### src/rtl/priv_1_12_trap_ctrl.sv
// priv_1_12_trap_ctrl: machine-mode trap/mret sequencer (IDLE -> WAIT_CLEAR -> COMMIT -> REDIRECT).
// Define TRAP_VECTORED_EN to enable vectored interrupt targets when mtvec mode = 2'b01.
module priv_1_12_trap_ctrl (
  input  logic        CLK,
  input  logic        nRST,
  input  logic [15:0] exc_req,
  input  logic [11:0] mip_i,
  input  logic [11:0] mie_i,
  input  logic        mstatus_mie_i,
  input  logic        mstatus_mpie_i,
  input  logic [31:0] epc_i,
  input  logic [31:0] tval_i,
  input  logic [31:0] mtvec_i,
  input  logic [31:0] mepc_i,
  input  logic        mret,
  input  logic        pipe_clear,
  output logic        busy,
  output logic        intr,
  output logic        inject,
  output logic [31:0] next_mcause,
  output logic [31:0] next_mepc,
  output logic [31:0] next_mtval,
  output logic        next_mstatus_mie,
  output logic        next_mstatus_mpie,
  output logic        insert_pc,
  output logic [31:0] priv_pc
);
  typedef enum logic [1:0] {IDLE, WAIT_CLEAR, COMMIT, REDIRECT} state_t;
  typedef enum logic [1:0] {K_EXC, K_INT, K_RET} kind_t;
  localparam logic [3:0] EXC_ORD [14] = '{4'd3, 4'd12, 4'd1, 4'd0, 4'd2, 4'd8, 4'd9, 4'd11, 4'd6, 4'd4, 4'd15, 4'd13, 4'd7, 4'd5};
  localparam logic [3:0] INT_ORD [6] = '{4'd11, 4'd3, 4'd7, 4'd9, 4'd1, 4'd5};
  state_t state, state_n;
  kind_t kind, new_kind, eff_kind;
  logic [3:0] lat_code, exc_code, int_code, new_code, eff_code;
  logic [31:0] lat_epc, lat_tval, new_tval, eff_epc, eff_tval, vec_off;
  logic [11:0] pend;
  logic lat_mie, eff_mie, exc_any, int_any, take, relatch;
  assign pend = mip_i & mie_i & 12'hAAA;
  assign exc_any = |(exc_req & 16'hBBFF);
  assign int_any = mstatus_mie_i & |pend;
  // Walk from lowest to highest priority so the highest set source wins.
  always_comb begin
    exc_code = '0;
    int_code = '0;
    for (int i = 13; i >= 0; i--) if (exc_req[EXC_ORD[i]]) exc_code = EXC_ORD[i];
    for (int i = 5; i >= 0; i--) if (pend[INT_ORD[i]]) int_code = INT_ORD[i];
  end
  assign new_kind = exc_any ? K_EXC : int_any ? K_INT : K_RET;
  assign new_code = exc_any ? exc_code : int_code;
  assign new_tval = exc_any ? tval_i : '0;
  // An exception arriving during the drain displaces a latched interrupt or mret.
  assign relatch = state == WAIT_CLEAR && exc_any && kind != K_EXC;
  assign take = (state == IDLE && (exc_any || int_any || mret)) || relatch;
  assign eff_kind = relatch ? K_EXC : kind;
  assign eff_code = relatch ? exc_code : lat_code;
  assign eff_epc = relatch ? epc_i : lat_epc;
  assign eff_tval = relatch ? tval_i : lat_tval;
  assign eff_mie = relatch ? mstatus_mie_i : lat_mie;
`ifdef TRAP_VECTORED_EN
  assign vec_off = (kind == K_INT && mtvec_i[1:0] == 2'b01) ? {26'b0, lat_code, 2'b00} : '0;
`else
  logic unused_mode;
  assign unused_mode = ^mtvec_i[1:0];
  assign vec_off = '0;
`endif
  always_comb begin
    state_n = state;
    unique case (state)
      IDLE:       if (exc_any || int_any || mret) state_n = WAIT_CLEAR;
      WAIT_CLEAR: if (pipe_clear) state_n = COMMIT;
      COMMIT:     state_n = REDIRECT;
      REDIRECT:   state_n = IDLE;
    endcase
    busy = state != IDLE;
    intr = busy && kind != K_RET;
    inject = state == COMMIT;
    insert_pc = state == REDIRECT;
  end
  always_ff @(posedge CLK or negedge nRST)
    if (!nRST) begin
      state <= IDLE;
      kind <= K_EXC;
      lat_code <= '0;
      lat_epc <= '0;
      lat_tval <= '0;
      lat_mie <= 1'b0;
      next_mcause <= '0;
      next_mepc <= '0;
      next_mtval <= '0;
      next_mstatus_mie <= 1'b0;
      next_mstatus_mpie <= 1'b0;
      priv_pc <= '0;
    end else begin
      state <= state_n;
      if (take) begin
        kind <= new_kind;
        lat_code <= new_code;
        lat_epc <= epc_i;
        lat_tval <= new_tval;
        lat_mie <= mstatus_mie_i;
      end
      if (state == WAIT_CLEAR && pipe_clear) begin
        if (eff_kind != K_RET) begin
          next_mcause <= {eff_kind == K_INT, 27'b0, eff_code};
          next_mepc <= eff_epc;
          next_mtval <= eff_tval;
        end
        next_mstatus_mie <= eff_kind == K_RET ? mstatus_mpie_i : 1'b0;
        next_mstatus_mpie <= eff_kind == K_RET ? 1'b1 : eff_mie;
      end
      if (state == COMMIT) priv_pc <= kind == K_RET ? mepc_i : {mtvec_i[31:2], 2'b00} + vec_off;
    end
endmodule

### config.mk
export PLATFORM = sky130hd
export DESIGN_NAME = priv_1_12_trap_ctrl
export DESIGN_NICKNAME = d
export VERILOG_FILES = /design/src/rtl/priv_1_12_trap_ctrl.sv
export SDC_FILE = /design/constraint.sdc
export NUM_CORES = 1
export LEC_CHECK = 0
export ABC_AREA = 1
export CAP_MARGIN = 20
export CORE_UTILIZATION = 45
export DETAILED_ROUTE_END_ITERATION = 10
export HOLD_SLACK_MARGIN = 0.12
export PLACE_DENSITY = 0.8
export SLEW_MARGIN = 20
export SYNTH_ARGS = -nofsm -noshare
export SYNTH_HDL_FRONTEND = slang
export SYNTH_SLANG_ARGS = --single-unit
### constraint.sdc
create_clock -name CLK -period 2.2 [get_ports CLK]
set_input_delay 0.33 -clock CLK [delete_from_list [all_inputs] [get_ports CLK]]
set_output_delay 0.33 -clock CLK [all_outputs]
set_load 0.05 [all_outputs]
## Yosys cells after proc, flatten, opt, wreduce, memory -nomap -nowiden

Index checks and enable logic that the tools add are counted.

| word-level totals | value |
|---|---|
| register bits after elaboration | 176 |
| output and inout port bits | 134 |

| cells by class | value |
|---|---|
| equality and inequality tests | 10 |
| muxes and demuxes | 35 |
| bitwise logic cells | 2 |
| reductions and logical operators | 15 |

Operators with widths:

| kind | count |
|---|---|
| $mux W32 | 4 |
| $mux W4 | 19 |
| $reduce_or A14 Y1 | 1 |
| $and A12 B12 Y12 | 1 |
| $mux W2 | 5 |
| $mux W3 | 3 |
| $eq A2 B2 Y1 const B | 4 |
| $pmux W2 S4 | 1 |
| $ne A2 B2 Y1 const B | 3 |
| $reduce_or A6 Y1 | 1 |
| $logic_and A1 B1 Y1 | 5 |
| $eq A2 B1 Y1 const B | 2 |
| $reduce_and A2 Y1 | 2 |
| $reduce_bool A2 Y1 | 2 |
| $logic_or A1 B1 Y1 | 3 |
| $mux W1 | 3 |
| $logic_not A2 Y1 | 1 |
| $ne A2 B1 Y1 const B | 1 |
| $and A1 B1 Y1 | 1 |

## Longest topological paths before layout

| logic depth | value |
|---|---|
| word-level depth | 15 |
| gate-level depth with buffers | 12 |
| mapped depth without buffers | 10 |

## Least setup slack after synthesis

OpenSTA, ideal clock, no wires.

| timing | value |
|---|---|
| path type | flip-flop to flip-flop |
| start point | register state[0] |
| end point | register priv_pc[10] |
| data arrival time | 1580 ps |
| required time | 2073 ps |
| setup slack | 493 ps |
| stages on the path, launching flop included | 7 |
| clock period less this slack | 1707 ps |
| cells stage by stage | dfrtp_1 > inv_1 > ha_1 > inv_1 > clkbuf_1 > nand2_1 > o21ai_0 |

| between the ends | value |
|---|---|
| cells in the longest elaborated chain, start to end | 1 |

RTL lines:

| what | line | source |
|---|---|---|
| from (decl) | 32 | `state_t state, state_n;` |
| from (signal assigned) | 94 | `state <= state_n;` |
| $eq A2 B2 Y1 | - |  |
| net inject | 19 | `output logic inject,` |
| to (signal assigned) | 111 | `if (state == COMMIT) priv_pc <= kind == K_RET ? mepc_i : {mtvec_i[31:2], 2'b00} + vec_off;` |
| to (decl) | 26 | `output logic [31:0] priv_pc` |

The timed path passes the listed nets, and every way through them passes these cells.
A chain may end at the register's enable or synchronous reset.

## Worst setup path in the final report

| timing | value |
|---|---|
| start point | register kind[0] |
| end point | output port intr |

| between the ends | value |
|---|---|
| cells in the longest elaborated chain, start to end | 2 |

RTL lines:

| what | line | source |
|---|---|---|
| from (decl) | 33 | `kind_t kind, new_kind, eff_kind;` |
| from (signal assigned) | 96 | `kind <= new_kind;` |
| $ne A2 B2 Y1 | 75 | `intr = busy && kind != K_RET;` |
| $logic_and A1 B1 Y1 | 75 |  |
| to (decl) | 18 | `output logic intr,` |

No other way between the ends.

==> results.json <==
{
  "status": "completed",
  "cts_tree": "done",
  "n_antenna_cell": 0,
  "timing.critical_path.slowest_stage_cell": "dfrtp_1",
  "syn_area_sq_um": 8780,
  "startpoint_type": "flop",
  "synthCells": 1178,
  "ys_ff_latch": 176,
  "tightest_slew_ns": 0.978,
  "clockBufferDepth": 2,
  "cp_num_buf_inv": 2,
  "avgSynthCellArea_sq_um": 7.45,
  "grt_pass1_vias": 7850,
  "synth_top_area_share_pct": 50.2,
  "hpwl_mm": 16.6,
  "final_antenna_net_count": 0,
  "setup-tns-final_ns": 0,
  "fin_crit_ns": 1.99,
  "min_period_over_period_pct": 90.6,
  "finalHoldViolations": 0,
  "drt_pass1_iterations": 5,
  "final_nets": 1601,
  "vias": 8151,
  "ys_seq_area_share_pct": 50.2,
  "die_y_microns": 142,
  "portBuffers": 264,
  "htreeDepth": 4,
  "arrival_ns": 1.66,
  "layout_commonest_cell": "nand2_1",
  "routed_wirelength_mm": 24.0,
  "fmax_mhz": 502,
  "cp_data_required_time_ns": 1.87,
  "fin_skew_ns": 0.0106,
  "critical_path.top_delay_family": "buffers and inverters",
  "path_class": "flop to output port",
  "power_leakage_nw": 6.23,
  "critPathLaunch": "kind[0]$_DFFE_PN0P_",
  "synth.mux.area_fraction_pct": 0,
  "crit_chain": "nor2_2 -> buf_4 -> nor2_1 -> buf_4",
  "max_slew_margin_pct": 34.7,
  "cts_inserted_buffers": 17,
  "nFillCells": 1643,
  "die-width_microns": 142,
  "synth_cell_types": 24,
  "fin_util_pct": 64.5,
  "multiInputGateArea_sq_um": 3640,
  "maxCapViolCount": 0,
  "endpoint_kind": "output port",
  "start_util_pct": 46.5,
  "pin_count": 308,
  "synth_fa_ha_area_share_pct": 0.713,
  "clk_pin_slew_ns": 0.07,
  "avgViaCountPerCell": 4.81,
  "yosysWarnings": 0,
  "powerDensity_nw_per_um2": 1460,
  "setup_viol": 0,
  "place_inst": 1662,
  "critPathMaxFanout": 33,
  "grt_start_max_net_pins": 69,
  "clockRootBuffer": "clkbuf_16",
  "die-area_sq_um": 20100,
  "finalNonFillerCells": 1695,
  "ir_drop_uv": 937,
  "num_rows": 50,
  "overflow": 0,
  "gp_congestion": 0.869,
  "layout-drive-gt1-share_pct": 5.44,
  "cp_common_cell": "buf_4",
  "synth_area_leader_cell": "dfrtp_1",
  "r2r_start": "state[1]$_DFFE_PN0P_",
  "clkLatencyLatePin_ns": 0.43,
  "synth.top_cells.by_area": "dfrtp_1 (50%), nand2_1 (24%), o21ai_0 (5.6%)",
  "wire_per_inst_microns": 14.1,
  "slew_violations": 0,
  "antenna_found_initial": 0,
  "layout_common_cells": "nand2_1 (564), clkdlybuf4s50_1 (258), dfrtp_1 (176)",
  "hold_class": "input port to asynchronous set/reset pin",
  "grt_pass1_wl_mm": 38.8,
  "syn_to_final_growth_pct": 38.8,
  "seqCellArea_sq_um": 4400,
  "synth_xor_area_share_pct": 0,
  "core_region_area_sq_um": 18900,
  "synth_compound_area_share_pct": 5.87,
  "synth_top_family_by_area": "simple AND/OR/NAND/NOR gates",
  "rsz0062_at_grt": "no",
  "synth_simple_gate_area_share_pct": 33.6,
  "cts_sinks": 176,
  "hold_ws_ns": 0.447,
  "max_stage_delay_ns": 0.41,
  "grt_util_all_layers_pct": 24.9,
  "drc_errors": 0,
  "dr.first_iter.drc_count": 409
}
## area by class of cell
| class | instances | area share (%) |
|---|---|---|
| Clock inverter | 15 | 1.44 |
| Multi-Input combinational cell | 876 | 29.9 |
| Sequential cell | 176 | 36.2 |
| Tap cell | 260 | 2.67 |
| Clock buffer | 17 | 3.49 |
| Timing Repair Buffer | 291 | 24.5 |
| Inverter | 60 | 1.86 |
## flip-flops by register name, summed over array words and instances, names as in the netlist
name / cells
next_mtval: 32
next_mcause: 5
kind: 2
lat_epc: 32
lat_mie: 1
priv_pc: 32
next_mstatus_mpie: 1
lat_code: 4
next_mstatus_mie: 1
state: 2
lat_tval: 32
next_mepc: 32
## Yosys cell counts (all sizes together)
cell and instances:
dfrtp 176, o21bai 1, nand4 3, ha 5, o21a 1, nand3 82
conb 1, o21ai 99, nand2 569, clkinv 1, nor2 85, clkbuf 18
inv 59, or2 1, a21oi 1, nor3 2, buf 74
## final timing paths
check	end	slack, ns	depth (start not counted)
worst max register to register	next_mcause[2]$_DFFE_PN0P_	0.32	9
max in group asynchronous	next_mepc[16]$_DFFE_PN0P_	1.01	3
worst min-delay path	next_mepc[12]$_DFFE_PN0P_	0.45	2
worst min register to register	next_mepc[7]$_DFFE_PN0P_	0.48	2
min in group CLK	lat_epc[9]$_DFFE_PN0P_	0.47	3
worst max-delay path	intr	0.21	4
## routing by layer
layer,global-route usage (%),up-vias,share of wire (%)
met5,0,-,0
met4,10.9,0,3.1
met3,5.87,46,6.0
met2,42.1,281,49
met1,30.4,3752,42
li1,-,4072,-
## kinds of logic after synthesis
kind of cell,Yosys count
AOI/OAI and AO/OA,102
adders and majority gates,5
buffers and inverters,152
DFF,176
other,1
and+or+nand+nor,742
## stage by stage
stage	instance area (sq um)	power, mW	worst slack [ns]
2_1_floorplan	8880	11.7	0.493
3_3_place_gp	11600	14.5	0.0112
3_5_place_dp	11600	14.7	-0.0179
4_1_cts	12200	17.9	0.174
5_1_grt	12200	18.8	0.0974
6_report	12200	17.7	0.208
## repair_timing
action,in CTS,in global routing
endpoints found under the setup margin,1,0
buffers inserted,0,0
gates resized for setup,1,0
endpoints found under the hold margin,52,0
hold buffers,1,0
## power by group
| part | total (mW) | internal [mW] | switching (mW) |
|---|---|---|---|
| clock | 3.10 | 1.72 | 1.38 |
| combinational | 9.14 | 3.11 | 6.03 |
| sequential | 5.50 | 4.72 | 0.780 |
Power figures use the tool's default switching activity.
